==> config.mk <==
export PLATFORM = sky130hd
export DESIGN_NAME = truth_table_sweeper
export DESIGN_NICKNAME = d
export VERILOG_FILES = /design/src/rtl/truth_table_pkg.sv /design/src/rtl/truth_table_sweeper_settle_timer.sv /design/src/rtl/truth_table_sweeper.sv
export SDC_FILE = /design/constraint.sdc
export NUM_CORES = 1
export LEC_CHECK = 0
export CORE_UTILIZATION = 56
export CTS_BUF_LIST = sky130_fd_sc_hd__clkbuf_8
export CTS_CLUSTER_SIZE = 24
export DETAILED_ROUTE_END_ITERATION = 8
export PLACE_DENSITY = 0.95
export SYNTH_ARGS = -nofsm -noshare
export SYNTH_HDL_FRONTEND = slang
export SYNTH_HIERARCHICAL = 1
export SYNTH_SLANG_ARGS = --single-unit
==> constraint.sdc <==
create_clock -name clock -period 4.05 [get_ports clock]
set_clock_uncertainty 0.1 [all_clocks]
set_input_delay 0.405 -clock clock [delete_from_list [all_inputs] [get_ports clock]]
set_output_delay 0.405 -clock clock [all_outputs]
set_load 0.005 [all_outputs]
==> src/rtl/truth_table_pkg.sv <==
// truth_table_pkg: shared state encoding and settle-counter width for the sweeper
package truth_table_pkg;
  typedef enum logic [1:0] {
    ST_IDLE   = 2'd0,
    ST_DRIVE  = 2'd1,
    ST_SAMPLE = 2'd2,
    ST_DONE   = 2'd3
  } state_t;
  localparam int SETTLE_W = 4;
endpackage

==> src/rtl/truth_table_sweeper_settle_timer.sv <==
// settle_timer: loadable down-counter; expired when it has reached zero and is not being reloaded
module settle_timer
  import truth_table_pkg::*;
(
  input  logic                clock,
  input  logic                reset,
  input  logic                load,
  input  logic [SETTLE_W-1:0] load_val,
  output logic                expired
);
  logic [SETTLE_W-1:0] count;
  always_ff @(posedge clock)
    count <= reset ? '0 : load ? load_val : (count == '0) ? count : count - 1'b1;
  assign expired = count == '0 && !load;
endmodule

==> src/rtl/truth_table_sweeper.sv <==
// truth_table_sweeper: drives every input vector, samples two implementations and records both truth tables
module truth_table_sweeper
  import truth_table_pkg::*;
#(
  parameter int N_INPUTS = 3,
  parameter int SETTLE   = 1
) (
  input  logic                   clock,
  input  logic                   reset,
  input  logic                   start,
  input  logic                   s_a,
  input  logic                   s_b,
  output logic [N_INPUTS-1:0]    vars,
  output logic                   busy,
  output logic                   done,
  output logic                   mismatch,
  output logic [N_INPUTS-1:0]    first_bad,
  output logic [2**N_INPUTS-1:0] table_a,
  output logic [2**N_INPUTS-1:0] table_b
);
  localparam logic [SETTLE_W-1:0] RELOAD = SETTLE_W'(SETTLE - 1);
  state_t state, state_nx;
  logic accept, last, load, expired;
  assign accept = start && (state == ST_IDLE || state == ST_DONE);
  assign last   = vars == '1;
  assign load   = accept || (state == ST_SAMPLE && !last);
  assign busy   = state == ST_DRIVE || state == ST_SAMPLE;
  assign done   = state == ST_DONE;
  settle_timer u_timer (
    .clock    (clock),
    .reset    (reset),
    .load     (load),
    .load_val (RELOAD),
    .expired  (expired)
  );
  always_ff @(posedge clock)
    state <= reset ? ST_IDLE : state_nx;
  always_comb begin
    state_nx = accept                          ? ST_DRIVE  :
               (state == ST_DRIVE && expired)  ? ST_SAMPLE :
               (state == ST_SAMPLE)            ? (last ? ST_DONE : ST_DRIVE) :
                                                 state;
  end
  // Capture happens on the SAMPLE exit edge; only the first disagreement sets first_bad
  always_ff @(posedge clock) begin
    if (reset || accept) begin
      vars      <= '0;
      first_bad <= '0;
      table_a   <= '0;
      table_b   <= '0;
      mismatch  <= 1'b0;
    end else if (state == ST_SAMPLE) begin
      table_a[vars] <= s_a;
      table_b[vars] <= s_b;
      if (s_a != s_b && !mismatch) begin
        mismatch  <= 1'b1;
        first_bad <= vars;
      end
      if (!last) vars <= vars + 1'b1;
    end
  end
endmodule

==> impl_metrics.tcl, run 1 <==
set metrics [dict create \
    min_period_ns 2.17 \
    overflow 0 \
    drt_iter0_drc 22 \
    antenna_cells 0 \
    crit_chain "ha_1, ha_1, nand2b_1, nand2_1, or3_1, o221ai_1" \
    p_leak_nw 0.690 \
    critical_path.max_stage_delay_ns 0.62 \
    fin_crit_sh_pct 53.6 \
    cp_slowest_cell "dfxtp_1" \
    drive_gt1_share_pct 8.00 \
    dieArea_mm2 0.00268 \
    cp-start-kind "flop" \
    hold_path_class "flop to flop" \
    setup_viol 0 \
    critPathCaptureType "flop" \
    dp_cells 196 \
    cts-root-buf "clkbuf_8" \
    timing.rr.end "u_timer/count[0]" \
    max-vdd-ir-drop_uv 447 \
    drv_slew 0 \
    place.port_buffers 29 \
    ys_types 34 \
    seq_area_frac_synth_pct 41.8 \
    vias 1112 \
    clockBufferDepth 2 \
    nets 187 \
    pwr_density_cell_mw_per_mm2 453 \
    status "finished clean" \
    post_drt_via_cell_ratio 5.48 \
    start_util_pct 61.0 \
    chipHeight_um 51.8 \
    finalSetupTns_ns 0 \
    finalHoldViolCount 0 \
    post_cts.repair.setup_buffers 0 \
    relSlewSlack_pct 37.9 \
    path_clk_slew_ns 0.06 \
    wl_per_cell_um 15.0 \
    ys.flop_type "dfxtp_1" \
    arrival_ns 2.28 \
    syn_inst 146 \
    required_ns 4.16 \
    yosys-top-cells-area "dfxtp_1, mux2i_1, ha_1" \
    synth_top_area_share_pct 41.8 \
    antenna_found_initial 0 \
    hp-start "first_bad[0]" \
    grt_pass1_wl_mm 5.33 \
    area_growth_pct 25.3 \
    synthesis.area_mm2 0.00139 \
    synth-edff-count 0 \
    worstSkewPairLatency_ns 0.29 \
    crit_top_cell "ha_1" \
    cts_resized 0 \
    drv_cap 0 \
    hold_depth 2 \
    synth-seq-cells 29 \
    layout.cells.non_filler 203 \
    rows 17 \
    h-tree-depth 2 \
    r2r_setup_slack_ns 1.88 \
    dp_hpwl_mm 2.02 \
    cts_tree "built" \
    cts_buffers 5 \
    r2r_cells 6 \
    grt_max_degree 25 \
    grtUsageTotal_pct 28.1 \
    synth.most_common_cell "dfxtp_1" \
    worstMarginPinSlew_ns 0.931 \
    ys_warn_count 6 \
    r2r-start "vars[0]" \
    cp_max_fo 12 \
    rsz0062_at_grt "false" \
    max_freq_mhz 461 \
    antenna_left 0 \
    finalWeightedCongestion 0.765 \
    drc 0 \
    grt_pass1_vias 1155 \
    min_to "first_bad[0]" \
    clock_sinks 29 \
    yosysTopAreaCell "dfxtp_1" \
    cts_hold_buf 0 \
    ioPinCount 30 \
    core_mm2 0.00228 \
    synth-async-reset-ratio_pct 0 \
    synth_top_cells_by_count "dfxtp_1, nor2_1, mux2i_1" \
    synth.avg_cell_area_um2 9.50 \
    drt_wl_total_mm 3.05 \
    die_width_um 51.8 \
    critPathKind "flop to flop" \
    dr.pass1.iters 5 \
]
==> metrics by stage <==
step	utilization [%]	instance area, µm²	setup WS, ns	hold slack (ns)	power (W)
final	76.4	1740	1.88	0.392	0.000788
after floorplan	-	1400	2.26	0.367	0.000502
after global placement	72.6	1650	2.00	0.371	0.000531
after CTS	76.4	1740	1.92	0.394	0.000790
after detailed placement	72.6	1650	1.85	0.388	0.000551
after global routing	76.4	1740	1.72	0.419	0.000838
==> sequential cells by signal, indices dropped and copies added (netlist names) <==
signal	cells
u_timer/count	4
mismatch	1
vars	3
first_bad	3
state	2
table_a	8
table_b	8
==> metal layers <==
layer / wire length [µm] / share of wire [%] / track usage, %
met1: 1290 / 42 / 32.5
met2: 1530 / 50 / 45.9
met3: 177 / 5.8 / 10.5
met4: 48 / 1.6 / 12.6
met5: 0 / 0 / 0
==> how the worst max path moves through the flow <==
stage             start                to  slack (ns)
6_report        vars[0]  u_timer/count[0]        1.88
5_1_grt         vars[1]  u_timer/count[0]        1.72
4_1_cts         vars[0]  u_timer/count[0]        1.92
3_5_place_dp      reset        table_b[2]        1.85
3_3_place_gp      reset        table_a[4]        2.00
2_1_floorplan  state[0]  u_timer/count[0]        2.26
==> area by class of cell <==
| type | count | area [µm²] |
|---|---|---|
| inverter | 6 | 22.5 |
| timing repair buffer | 29 | 290 |
| tap | 28 | 35.0 |
| clock inverter | 1 | 3.75 |
| sequential | 29 | 581 |
| multi-input combinational | 104 | 724 |
| fill | 146 | 537 |
| clock buffer | 6 | 82.6 |
==> cells in the final DEF, fill, tap and decap left out, drive strengths merged, types with 2 or more instances in the layout <==
cell type | synthesis | final
clkdlybuf4s50 | 0 | 29
o21ai | 5 | 5
clkbuf | 2 | 6
nand4b | 3 | 3
mux2i | 16 | 16
nand2b | 3 | 3
conb | 1 | 4
nand2 | 11 | 11
ha | 7 | 7
dfxtp | 29 | 29
and4bb | 3 | 3
xor2 | 2 | 2
inv | 6 | 7
nor2 | 20 | 20
nor3 | 2 | 2
xnor2 | 2 | 2
a21oi | 11 | 11
nand3 | 3 | 3
nor4b | 2 | 2
==> where the power goes <==
part           internal [W]  switching (W)
logic             0.0000997       0.000114
registers          0.000310      0.0000268
clock network      0.000132       0.000106
total              0.000541       0.000247
==> critical path: cells and delay by family, from the launching register on <==
kind / cells / cell delay (ns)
flip-flops: 1 / 0.62
AO/OA/AOI/OAI: 1 / 0.16
AND/OR/NAND/NOR: 3 / 0.84
adder cells (fa/ha/maj): 2 / 0.38
==> kinds of logic after synthesis <==
kind of cell    count (synthesis)  share of synthesized area [%]
compound gates                 19                           7.85
flops                          29                           41.8
other cells                     1                          0.270
fa+ha+maj                       7                           6.31
buf+inv                        16                           6.76
xor+xnor                        4                           2.53
mux                            17                           12.4
simple gates                   53                           22.1
No activity file was read; power rests on OpenSTA's default activity.
==> run 2, diff against run 1 <==
CORE_UTILIZATION = 52   (was 56)
PLACE_DENSITY = 0.9   (was 0.95)
clock period = 2.1 ns   (was 4.05 ns; I/O delays follow)
==> impl_metrics.tcl, run 2 (synthesis results as in run 1) <==
set metrics [dict create \
    cts-root-buf "clkbuf_8" \
    crit_chain "inv_1, ha_1, nand2b_1, nand2_1, or3_1, o221ai_1" \
    grt_pass1_wl_mm 4.69 \
    min_period_ns 2.00 \
    globalRouteMet2Util_pct 41.0 \
    dieArea_mm2 0.00288 \
    cp_max_fo 15 \
    dr.pass1.iters 4 \
    use_met3_pct 9.04 \
    post_cts.repair.setup_buffers 0 \
    overflow 0 \
    drc 0 \
    wl_per_cell_um 14.0 \
    cp-start-kind "flop" \
    cts_hold_buf 0 \
    path_clk_slew_ns 0.06 \
    cts_resized 0 \
    finalSetupTns_ns 0 \
    layout_common_cells "dfxtp_1, clkdlybuf4s50_1, nor2_1" \
    use_met1_pct 25.3 \
    core_mm2 0.00250 \
    grtUsageTotal_pct 23.7 \
    required_ns 2.20 \
    antenna_found_initial 0 \
    biggestRegsByFlops "table_a: 8 flops, table_b: 8 flops, u_timer/count: 4 flops" \
    critPathKind "flop to flop" \
    drv_slew 0 \
    top_usage_layer "met2" \
    setup_viol 0 \
    post_drt_via_cell_ratio 5.43 \
    antenna_cells 0 \
    critical_path.max_stage_delay_ns 0.40 \
    r2r-start "state[0]" \
    setup_slack_ns 0.100 \
    ioPinCount 30 \
    drive_gt1_share_pct 10.6 \
    grt_max_degree 25 \
    rsz0062_at_grt "false" \
    chipHeight_um 53.7 \
    vias 1140 \
    pwr_density_cell_mw_per_mm2 850 \
    nets 191 \
    status "finished clean" \
    cp_slowest_cell "or3_1" \
    fin_crit_sh_pct 95.2 \
    finalPower_w 0.00150 \
    cts_tree "built" \
    finalHoldViolCount 0 \
    finalWeightedCongestion 0.818 \
    drt_iter0_drc 20 \
    p_leak_nw 0.712 \
    area_growth_pct 27.4 \
    h-tree-depth 2 \
    clockBufferDepth 2 \
    cts_buffers 5 \
    dp_hpwl_mm 2.14 \
    rows 18 \
    die_width_um 53.7 \
    antenna_left 0 \
    critPathCaptureType "flop" \
    drv_cap 0 \
    clock_sinks 29 \
    dpl_worst_slack_ns 0.158 \
    drt_wl_total_mm 2.94 \
    critPathLaunch "state[0]" \
    arrival_ns 2.10 \
    worstSkewPairLatency_ns 0.28 \
    grt_pass1_vias 1081 \
    max-vdd-ir-drop_uv 746 \
    max_freq_mhz 500 \
    place.port_buffers 29 \
    hp-start "first_bad[2]" \
    hold_path_class "flop to flop" \
    start_util_pct 55.5 \
]
==> run 2: critical path, delay by kind of cell, from the launching register on <==
kind	cells	cell delay [ns]
flip-flops	1	0.39
AND/OR/NAND/NOR	3	0.83
buffers and inverters	1	0.07
adder cells (fa/ha/maj)	1	0.35
AO/OA/AOI/OAI	1	0.17
==> run 2: worst paths after layout <==
path                      end  slack (ns)  cells past startpoint
max          u_timer/count[0]        0.10                      6
min              first_bad[2]        0.39                      2
max reg2reg  u_timer/count[0]        0.10                      6
min reg2reg      first_bad[2]        0.39                      2
==> run 2: per-stage QoR <==
stage	hold slack [ns]	area (µm²)	instances	utilization, %
after global routing	0.415	1770	210	70.7
after detailed placement	0.379	1690	202	67.4
after global placement	0.366	1690	202	67.4
final	0.385	1770	210	70.7
after floorplan	0.172	1400	149	-
after CTS	0.387	1770	210	70.7
==> run 2: per-layer routing <==
layer	vias to the layer above	part of all wire, %
met5	-	0
met4	0	1.5
met3	6	6.5
met2	30	52
met1	548	40
li1	556	-
==> run 2: cell type report <==
| type | instances | area (µm²) |
|---|---|---|
| Fill cell | 189 | 732 |
| Inverter | 6 | 22.5 |
| Clock inverter | 3 | 13.8 |
| Tap cell | 30 | 37.5 |
| Clock buffer | 5 | 68.8 |
| Timing Repair Buffer | 33 | 320 |
| Sequential cell | 29 | 581 |
| Multi-Input combinational cell | 104 | 724 |
==> run 2: report_power, final <==
part / switching (W) / total (W) / internal, W
combinational: 0.000230 / 0.000430 / 0.000200
clock: 0.000209 / 0.000433 / 0.000224
sequential: 0.0000428 / 0.000640 / 0.000597
==> edit 1 (settings of run 2) <==
Set the parameter `N_INPUTS` to 5 (it was 3).
--- a/src/rtl/truth_table_sweeper.sv
+++ b/src/rtl/truth_table_sweeper.sv
@@ -2,7 +2,7 @@
 module truth_table_sweeper
   import truth_table_pkg::*;
 #(
-  parameter int N_INPUTS = 3,
+  parameter int N_INPUTS = 5,
   parameter int SETTLE   = 1
 ) (
   input  logic                   clock,
Ports: changed (resized first_bad, table_a, table_b and vars); port bits go from 30 to 82. No check against the original RTL was run, so the function may have changed too.
==> edit 1 against run 2 <==
Design area rose to 2.5 times the old value; setup slack better by 0.013 ns; synthesized area rose by 150%; sequential cell count is 52 higher; wire length increased to 2.6 times the old value; non-clock buffer count rose by 57; global-route usage decreased by 1.2 points; critical path depth up 1; power up 110%; synthesized cell count grew 150%.
==> edit 1: results (changes against run 2) <==
.. list-table::
   :header-rows: 1

   * - Metric
     - Value
   * - Run status
     - finished, final reports clean (unchanged)
   * - Hold-critical path endpoint
     - table_a[16] (was first_bad[2])
   * - Share of total power in combinational logic
     - 0.165 (was 0.286)
   * - Sequential element share of the synthesized area
     - 0.472 (was 0.418)
   * - Unique masters post-synth
     - 36 (was 34)
   * - Cell Count Post-Placement
     - 508 (was 202)
   * - Most common library cells after synthesis
     - nand2_1, dfxtp_1, mux2i_1 (was dfxtp_1, nor2_1, mux2i_1)
   * - Clock share of power
     - 0.324 (was 0.288)
   * - Combinational group power
     - 0.000524 W (was 0.000430 W)
   * - Inserted Clock Buffers
     - 9 (was 5)
   * - GP Congestion
     - 0.787 (was 0.818)
   * - Global-route wire length before repair
     - 12500 um (was 4690 um)
   * - Tcrit/Tclk final
     - 0.946 (was 0.952)
   * - Detail Placement HPWL
     - 5460 um (was 2140 um)
   * - Capture instance of the worst register-to-register path
     - vars[3] (was u_timer/count[0])
   * - Fraction of final layout cells with drive strength greater than 1
     - 0.0872 (was 0.106)
   * - Ratio of routed vias to standard cells
     - 5.34 (was 5.43)
   * - PortBufs
     - 81 (was 29)
   * - Via count of the first global-routing pass
     - 2686 (was 1081)
   * - Iteration-0 DRC count of the detailed router
     - 192 (was 20)
   * - All-layer global routing usage
     - 0.225 (was 0.237)
   * - Worst vdd ir
     - 0.506 mV (was 0.746 mV)
   * - Post-placement cell area
     - 4310 um^2 (was 1690 um^2)
   * - Start point of the worst min-delay path
     - table_a[16] (was first_bad[2])
   * - Fill cell total of the finished layout
     - 469 (was 189)
   * - Average instance area after synthesis
     - 9.55 um^2 (was 9.50 um^2)
[edit 1: changes by cell type after synthesis, moves of 10 or more]
cell	run 2	this run
mux2i_1	16	66
nand2_1	11	97
nor2_1	18	8
dfxtp_1	29	81
[edit 1: final cells by class]
type	count	area [um^2]	area share
sequential	81	1620	0.361
inverter	8	30.0	0.00669
tap	77	96.3	0.0214
multi-input combinational	252	1670	0.372
timing repair buffer	90	891	0.198
clock inverter	7	55.1	0.0123
clock buffer	9	124	0.0276
[edit 1: cells by family after synthesis]
family	after synthesis	synth area share
DFF	81	0.472
and+or+nand+nor	142	0.195
AOI/OAI and AO/OA	24	0.0390
other	1	0.00109
muxes	67	0.195
xor gates and xnor gates	5	0.0127
buffers and inverters	30	0.0488
adders and majority gates	10	0.0364
[edit 1: layer usage]
metal / share of wire / track usage / vias up
met5: 0 / 0 / -
met4: 0.011 / 0.0705 / 0
met3: 0.048 / 0.0517 / 8
met2: 0.49 / 0.387 / 65
met1: 0.46 / 0.280 / 1369
li1: - / - / 1355
==> edit 2 (settings of run 2) <==
Made on the original files. Register the outputs `busy` and `done`; this adds one clock of latency there. The other outputs are not delayed to match.
--- a/src/rtl/truth_table_sweeper.sv
+++ b/src/rtl/truth_table_sweeper.sv
@@ -24,8 +24,10 @@
   assign accept = start && (state == ST_IDLE || state == ST_DONE);
   assign last   = vars == '1;
   assign load   = accept || (state == ST_SAMPLE && !last);
-  assign busy   = state == ST_DRIVE || state == ST_SAMPLE;
-  assign done   = state == ST_DONE;
+  always_ff @(posedge clock) begin
+    busy <= state == ST_DRIVE || state == ST_SAMPLE;
+    done <= state == ST_DONE;
+  end
   settle_timer u_timer (
     .clock    (clock),
     .reset    (reset),
Formal check against the unedited RTL: not equivalent (Yosys sat finds a counterexample within 4 cycles, from zero or initial values and one cycle with reset high).
==> edit 2 against run 2 <==
Sequential share of layout area increased by 1.3 points; clock power decreased by 4%; count of clock-buffer cells in the layout unchanged; design area increased by 2.7%; wire length increased by 5.7%; critical path depth unchanged; sequential cell count increased by 2; cell count increased by 0.95%; setup slack improved by 0.15 ns; synthesized area increased by 2.9%; power increased by 1.8%; utilization increased by 0.62 points.
==> edit 2: results (changes against run 2) <==
.. list-table::
   :header-rows: 1

   * - Metric
     - Value
   * - Fraction of final layout cells with drive strength greater than 1
     - 0.110 (was 0.106)
   * - Fin crit period
     - 1.85 ns (was 2.00 ns)
   * - Post-placement cell area
     - 1740 um^2 (was 1690 um^2)
   * - Most common library cells after synthesis
     - dfxtp_1, nor2_1, mux2i_1 (unchanged)
   * - Sequential element share of the synthesized area
     - 0.435 (was 0.418)
   * - Proportion of synthesized area in mux cells
     - 0.120 (was 0.124)
   * - Met1 usage
     - 0.271 (was 0.253)
   * - Post-Route Hold Slack
     - 0.385 ns (about the same)
   * - Ranking of synthesized cells by area
     - dfxtp_1, mux2i_1, ha_1 (unchanged)
   * - Pin count of the biggest net entering global routing
     - 16 (was 25)
   * - Worst vdd ir
     - 0.670 mV (was 0.746 mV)
   * - All-layer global routing usage
     - 0.246 (was 0.237)
   * - Master of the slowest instance on the critical path
     - or3_1 (unchanged)
   * - Antenna diode instance count
     - 0 (unchanged)
   * - Detail Placement HPWL
     - 2190 um (was 2140 um)
   * - Met3 Use GR
     - 0.0917 (was 0.0904)
   * - Detailed-route wire length per cell
     - 14.7 um (was 14.0 um)
   * - Start point of the worst min-delay path
     - first_bad[0] (was first_bad[2])
   * - Flop-to-flop setup slack
     - 0.25 ns (was 0.10 ns)
   * - Pre-CTS setup slack
     - 0.157 ns (was 0.158 ns)
   * - P_leak
     - 0.728 nW (was 0.712 nW)
   * - Iteration-0 DRC count of the detailed router
     - 19 (was 20)
   * - Critical path launch point
     - state[0] (unchanged)
   * - # nets final
     - 195 (was 191)
   * - Run status
     - finished, final reports clean (unchanged)
   * - Global-route wire length before repair
     - 5010 um (was 4690 um)
   * - Inserted Clock Buffers
     - 5 (unchanged)
   * - Data arrival, critical path
     - 1.95 ns (was 2.10 ns)
   * - Met2 Track Usage GR
     - 0.396 (was 0.410)
   * - R2r worst-path depth
     - 6 (unchanged)
   * - Setup fix buffers added after clock tree synthesis
     - 0 (unchanged)
   * - Number of antenna violations at the first check in global routing
     - 0 (unchanged)
   * - Parity-gate share of the synthesized area counting xor and xnor cells
     - 0.0245 (was 0.0252)
   * - Synth Area in Compound Gates
     - 0.0762 (was 0.0784)
   * - Fraction of the mapped netlist area in adder cells
     - 0.0613 (was 0.0631)
   * - Highest cell delay on the worst timing path
     - 0.41 ns
   * - H-Tree Level Count
     - 2 (unchanged)
   * - Total of cells resized after clock tree synthesis
     - 0 (unchanged)
   * - Power Internal
     - 0.00106 W (was 0.00102 W)
   * - Via count of the first global-routing pass
     - 1111 (was 1081)
   * - Count of vias placed by the detailed router
     - 1161 (was 1140)
   * - GP Congestion
     - 0.823 (was 0.818)
   * - Fill cell total of the finished layout
     - 200 (was 189)
   * - Hold-critical path endpoint
     - first_bad[0] (was first_bad[2])
==> edit 2: changes by cell type in the layout (fill, tap and decap cells not counted), sizes merged <==
| cell | change |
|---|---|
| buf | +2 |
| clkinv | -2 |
| dfxtp | +2 |
==> edit 2: per-layer routing <==
layer,part of all wire,wire length [um],up-vias
li1,-,-,563
met3,0.064,200,13
met1,0.41,1270,543
met4,0.035,109,0
met5,0,0,-
met2,0.49,1530,42
==> edit 2: area by class of cell <==
type | instances | area share
multi-input combinational | 104 | 0.400
inverter | 6 | 0.0124
tap | 30 | 0.0207
sequential | 31 | 0.342
timing repair buffer | 35 | 0.185
clock buffer | 5 | 0.0379
clock inverter | 1 | 0.00207
==> edit 2: through the flow <==
| stage | std cells | power (W) | utilization |
|---|---|---|---|
| floorplan | 151 | 0.00102 | - |
| global placement | 206 | 0.00109 | 0.684 |
| detailed placement | 206 | 0.00112 | 0.684 |
| CTS | 212 | 0.00153 | 0.712 |
| global route | 212 | 0.00162 | 0.713 |
| finish | 212 | 0.00153 | 0.713 |
==> edit 2: worst register-to-register path: stages, from the launching register on <==
cell	delay [ns]
dfxtp_1	0.38
inv_1	0.06
ha_2	0.26
nand2b_1	0.17
nand2_1	0.21
or3_1	0.41
o221ai_1	0.17
==> edit 2: power by group through the flow <==
stage	clock [W]	combinational, W	sequential, W
after CTS	0.000420	0.000420	0.000687
after floorplan	0	0.000324	0.000693
after detailed placement	0	0.000418	0.000700
after global routing	0.000450	0.000476	0.000698
final	0.000416	0.000427	0.000688
after global placement	0	0.000392	0.000697
